**src/rtl/stopwatch_counter_pkg.sv**
```systemverilog
// Shared definitions for the stopwatch: FSM state encoding and BCD digit geometry.
package stopwatch_counter_pkg;

  localparam int DIGIT_W    = 4;
  localparam int NUM_DIGITS = 4;
  localparam logic [DIGIT_W-1:0] BCD_MAX = 4'd9;

  typedef enum logic [1:0] {
    ST_IDLE  = 2'd0,
    ST_RUN   = 2'd1,
    ST_PAUSE = 2'd2,
    ST_LAP   = 2'd3
  } state_t;

endpackage

```
**src/rtl/stopwatch_counter_bcd_digit_inc.sv**
```systemverilog
// One BCD digit of the ripple counter: advances on carry_in, rolls to zero past max.
module bcd_digit_inc
  import stopwatch_counter_pkg::*;
(
  input  logic [DIGIT_W-1:0] digit,
  input  logic [DIGIT_W-1:0] max,
  input  logic               carry_in,
  output logic [DIGIT_W-1:0] next_digit,
  output logic               carry_out
);

  logic w_at_max;

  assign w_at_max  = (digit == max);
  assign carry_out = carry_in & w_at_max;

  always_comb begin
    next_digit = digit;
    if (carry_in) begin
      next_digit = w_at_max ? '0 : digit + 1'b1;
    end
  end

endmodule

```
**src/rtl/stopwatch_counter.sv**
```systemverilog
// Stopwatch core: run/pause/lap FSM driving a four-digit BCD counter (ss.hh) with registered outputs.
module stopwatch_counter
  import stopwatch_counter_pkg::*;
#(
  parameter int TENS_MAX = 5
) (
  input  logic        clk,
  input  logic        reset,
  input  logic        tick,
  input  logic        start_stop,
  input  logic        clear,
  input  logic        lap,
  output logic [15:0] disp,
  output logic        running,
  output logic        lap_active,
  output logic        wrap
);

  state_t r_state;
  state_t w_state_next;

  logic [NUM_DIGITS-1:0][DIGIT_W-1:0] r_count;
  logic [NUM_DIGITS-1:0][DIGIT_W-1:0] w_count_inc;
  logic [NUM_DIGITS-1:0][DIGIT_W-1:0] w_count_next;
  logic [NUM_DIGITS-1:0][DIGIT_W-1:0] w_digit_max;
  logic [NUM_DIGITS:0]                w_carry;
  logic [15:0]                        r_disp;
  logic [15:0]                        w_disp_next;
  logic                               w_count_en;
  logic                               w_clear_count;
  logic                               r_running;
  logic                               r_lap_active;
  logic                               r_wrap;

  // Counting follows the current state, so a tick on the cycle that leaves RUN/LAP still lands.
  assign w_count_en = tick & ((r_state == ST_RUN) | (r_state == ST_LAP));
  assign w_carry[0] = w_count_en;

  for (genvar i = 0; i < NUM_DIGITS; i++) begin : g_digit
    assign w_digit_max[i] = (i == NUM_DIGITS - 1) ? DIGIT_W'(TENS_MAX) : BCD_MAX;

    bcd_digit_inc u_digit (
      .digit      (r_count[i]),
      .max        (w_digit_max[i]),
      .carry_in   (w_carry[i]),
      .next_digit (w_count_inc[i]),
      .carry_out  (w_carry[i+1])
    );
  end

  // Only the highest-priority button pulse of a cycle is considered; the rest are dropped.
  always_comb begin
    w_state_next  = r_state;
    w_clear_count = 1'b0;
    if (clear) begin
      if (r_state == ST_PAUSE) begin
        w_state_next  = ST_IDLE;
        w_clear_count = 1'b1;
      end
    end else if (start_stop) begin
      case (r_state)
        ST_IDLE:  w_state_next = ST_RUN;
        ST_RUN:   w_state_next = ST_PAUSE;
        ST_PAUSE: w_state_next = ST_RUN;
        ST_LAP:   w_state_next = ST_PAUSE;
        default:  w_state_next = ST_IDLE;
      endcase
    end else if (lap) begin
      case (r_state)
        ST_RUN:  w_state_next = ST_LAP;
        ST_LAP:  w_state_next = ST_RUN;
        default: w_state_next = r_state;
      endcase
    end
  end

  assign w_count_next = w_clear_count ? '0 : w_count_inc;

  // Entering LAP latches the pre-increment count; staying in LAP holds it.
  always_comb begin
    w_disp_next = w_count_next;
    if (w_state_next == ST_LAP) begin
      w_disp_next = (r_state == ST_LAP) ? r_disp : r_count;
    end
  end

  always_ff @(posedge clk) begin
    if (reset) begin
      r_state      <= ST_IDLE;
      r_count      <= '0;
      r_disp       <= '0;
      r_running    <= 1'b0;
      r_lap_active <= 1'b0;
      r_wrap       <= 1'b0;
    end else begin
      r_state      <= w_state_next;
      r_count      <= w_count_next;
      r_disp       <= w_disp_next;
      r_running    <= (w_state_next == ST_RUN) | (w_state_next == ST_LAP);
      r_lap_active <= (w_state_next == ST_LAP);
      r_wrap       <= w_carry[NUM_DIGITS];
    end
  end

  assign disp       = r_disp;
  assign running    = r_running;
  assign lap_active = r_lap_active;
  assign wrap       = r_wrap;

endmodule

```
**config.mk**
```make
export PLATFORM = sky130hd
export DESIGN_NAME = stopwatch_counter
export DESIGN_NICKNAME = d
export VERILOG_FILES = /design/src/rtl/stopwatch_counter_pkg.sv /design/src/rtl/stopwatch_counter_bcd_digit_inc.sv /design/src/rtl/stopwatch_counter.sv
export SDC_FILE = /design/constraint.sdc
export NUM_CORES = 1
export LEC_CHECK = 0
export ABC_CLOCK_PERIOD_IN_PS = 5700
export CAP_MARGIN = 20
export CORE_MARGIN = 10
export CORE_UTILIZATION = 57
export CTS_CLUSTER_DIAMETER = 100
export DETAILED_ROUTE_END_ITERATION = 16
export HOLD_SLACK_MARGIN = 0.05
export PLACE_DENSITY = 0.86
export SLEW_MARGIN = 10
export SYNTH_ARGS = -nofsm -noshare
export SYNTH_HDL_FRONTEND = slang
export SYNTH_SLANG_ARGS = --single-unit
export TNS_END_PERCENT = 30
```
**constraint.sdc**
```tcl
create_clock -name clk -period 5.7 [get_ports clk]
set_input_delay 1.425 -clock clk [delete_from_list [all_inputs] [get_ports clk]]
set_output_delay 1.425 -clock clk [all_outputs]
set_load 0.02 [all_outputs]
```
==> summary.md <==
| Metric | Value |
|---|---|
| Fin Hold WS | `0.531 ns` |
| Layout cells sized above 1 | `~7.6%` |
| Antenna Cells | `0` |
| Gr busiest metal | `met2` |
| Most frequent cells in the layout | `dfxtp_1 (36), clkdlybuf4s50_1 (24), nor2_1 (19)` |
| Pwr Density | `217 nW/µm²` |
| Clock-pin slew on the worst setup and hold paths | `0.10 ns` |
| Setup CP Type | `input pin to flop` |
| Clk Latency, worst-skew pair | `0.34 ns` |
| Seq/Total Area, Yosys | `around two fifths` |
| Crit path max-delay family | `simple AND/OR/NAND/NOR gates` |
| Post-DRT Antenna Nets | `0` |
| Critical Path Source Type | `input pin` |
| Hold Crit Class | `flop to flop` |
| Hold Vio Cnt, Final | `0` |
| Worst path bufs/invs | `1` |
| Die height | `75.2 µm` |
| Yosys warnings | `0` |
| Vias | `roughly 1400` |
| Grt met1 use | `15.3%` |
| Pin count of the biggest net entering global routing | `32` |
| Crit-path cells | `clkdlybuf4s50_1 -> o211ai_1 -> or4_4 -> or3_1 -> a21oi_2 -> a21o_1` |
| Drt pass-1 iters | `4` |
| Clock Path Buffers | `2` |
| Via/cell ratio | `5.96` |
| Leak | `between 0.0007 and 0.0008 µW` |
| Worst-Margin Slew | `0.980 ns` |
| Post CTS Setup Buffer Count | `0` |
| Slew margin rel. | `34.4%` |
| Iteration-0 DRC count of the detailed router | `73` |
| DRC | `0` |
| Fillcell total | `213` |
| Period utilization | `between 50 and 60%` |
| Grt ovf | `0` |
| Data required time of the critical path | `about 6.0 ns` |
| CP max FO | `15` |
| Vias in the first global route | `around 1400` |
| Synth Cell Area | `1740 µm²` |
| Grt met2 use | `23.4%` |
| IO buf count | `24` |
| Clock sink count | `36` |
| PnR Total Power | `446 µW` |
| Effective utilization at floorplan | `about 60%` |
| Max Fclk | `between 0.2 and 0.3 GHz` |
| Critical path's slowest cell | `or4_4` |
| Max_cap viols | `0` |
| Number of buffers created by CTS | `5` |
| Setup TNS Final | `0 ns` |
| Global-route wire length before repair | `6.24 mm` |
| Post-CTS Hold Buffers | `0` |
| GPL Wtd Cong | `0.805` |
| Distinct cells, synth | `a little over 40` |
| Met3 usage | `6.18%` |
| Critical Path Sink Type | `flop` |
| Syn_nets | `198` |
| H-Tree Depth | `2` |
| Flops & latches, synth | `36` |
| Setup Viol. Count Final | `0` |
| Area grow syn2layout | `18.3%` |
| Slew Limit Fails | `0` |
| Post-synthesis average cell area | `9.24 µm²` |
| Slowest stage delay, CP | `slightly above 0.7 ns` |
| Run status | `finished clean` |
| Drt total wl | `approximately 3.7 mm` |
| Root buffer cell | `clkbuf_4` |
| Clock period minus worst slack | `about 3.4 ns` |
| Worst Path Arrival | `around 3.7 ns` |
| Final nets | `221` |
| Die area | `5650 µm²` |
| Post-CTS resize count | `0` |
| I/O pins | `25` |
| VDD IR-drop max | `between 0.00015 and 0.0002 V` |
| Rows | `19` |
| Tot GR Track Use | `around 14%` |
| CTS tree | `yes` |
| Commonest non-fill, non-tap cell in the layout | `dfxtp_1` |
| Syn Inst Count | `~190` |
| Antenna violations before repair | `0` |
| RSZ-0062 raised after global routing | `no` |
| Wire length per cell | `15.3 µm` |
| Post-DP HPWL | `approximately 2.6 mm` |
| Skew final | `0.00717 ns` |
| Placeable Area | `2830 µm²` |
| Die width | `75.2 µm` |
[logic make-up (layout without fill, tap and decap cells)]
family          Yosys count  in the layout  synth area share (%)
compound gates           44             44                  17.9
xor+xnor                  7              7                  3.53
fa+ha+maj                 4              4                  2.88
buf+inv                  16             39                  4.03
flops                    36             36                  41.5
mux                      15             15                  8.65
simple gates             66             66                  21.5
[final cells by class]
class                           count  area [µm²]  area share (%)
Timing Repair Buffer               26         255            12.4
Tap cell                           31        38.8            1.89
Clock buffer                        7        65.1            3.17
Multi-Input combinational cell    136         952            46.3
Inverter                            6        22.5            1.10
Sequential cell                    36         721            35.1
[layer usage]
metal / vias to the layer above / share of wire, %
li1: 725 / -
met1: 684 / 45
met2: 26 / 47
met3: 8 / 6.6
met4: 0 / 1.1
met5: - / 0
[path summary, 6_finish.rpt]
check	start	to	slack, ns	cells past startpoint
max	tick	disp[15]	2.32	6
min	r_count[13]	wrap	0.53	1
max reg2reg	running	disp[15]	2.91	7
min reg2reg	r_count[13]	wrap	0.53	1
[synth_stat cells (all sizes together)]
library cell / count / area share (%)
nor2b: 6 / 2.2
nand4b: 1 / 0.50
o211ai: 1 / 0.43
a211oi: 6 / 2.6
xor2: 2 / 1.0
or3b: 1 / 0.50
xnor2: 5 / 2.5
o31a: 1 / 0.58
or4: 2 / 1.1
a21o: 9 / 3.9
or3: 2 / 0.79
buf: 4 / 1.4
dfxtp: 36 / 41
nand2: 7 / 1.5
o21a: 1 / 0.43
mux2i: 15 / 8.6
inv: 6 / 1.3
a22o: 2 / 1.0
or2: 1 / 0.36
nor3: 11 / 3.2
nor2: 19 / 4.1
o21ai: 10 / 2.9
o2111ai: 1 / 0.50
nand4bb: 3 / 1.9
o221ai: 1 / 0.50
a221oi: 1 / 0.50
o31ai: 5 / 2.2
clkbuf: 6 / 1.3
nor3b: 3 / 1.3
nor4: 3 / 1.1
and2b: 1 / 0.43
a21oi: 4 / 1.4
ha: 4 / 2.9
nor4b: 3 / 1.5
nand2b: 3 / 1.1
o32ai: 2 / 1.0
[report_power, final]
| group | total (µW) | internal [µW] | switching [µW] |
|---|---|---|---|
| clock | 152 | 69.9 | 82.5 |
| sequential | 257 | 254 | 2.80 |
| combinational | 36.8 | 14.2 | 22.6 |
[flip-flops by register name, indices dropped and copies added (netlist names)]
name and count:
disp 16, wrap 1, r_count 16, lap_active 1, r_state 1, running 1
[worst reg2reg max path, delay by kind of cell (launching register included)]
kind | cells | cell delay [ns]
adder cells (fa/ha/maj) | 1 | 0.17
flip-flops | 1 | 0.44
AO/OA/AOI/OAI | 3 | 0.74
buffers and inverters | 1 | 0.31
AND/OR/NAND/NOR | 2 | 1.09
[through the flow]
step	setup WS, ns	util (%)	area (µm²)	instances
CTS	2.33	72.6	2050	242
global placement	2.03	70.3	1990	235
global route	2.10	72.6	2050	242
finish	2.32	72.6	2050	242
floorplan	2.86	-	1740	188
detailed placement	1.98	70.3	1990	235
Note: power is estimated with default switching activity, not from simulation.
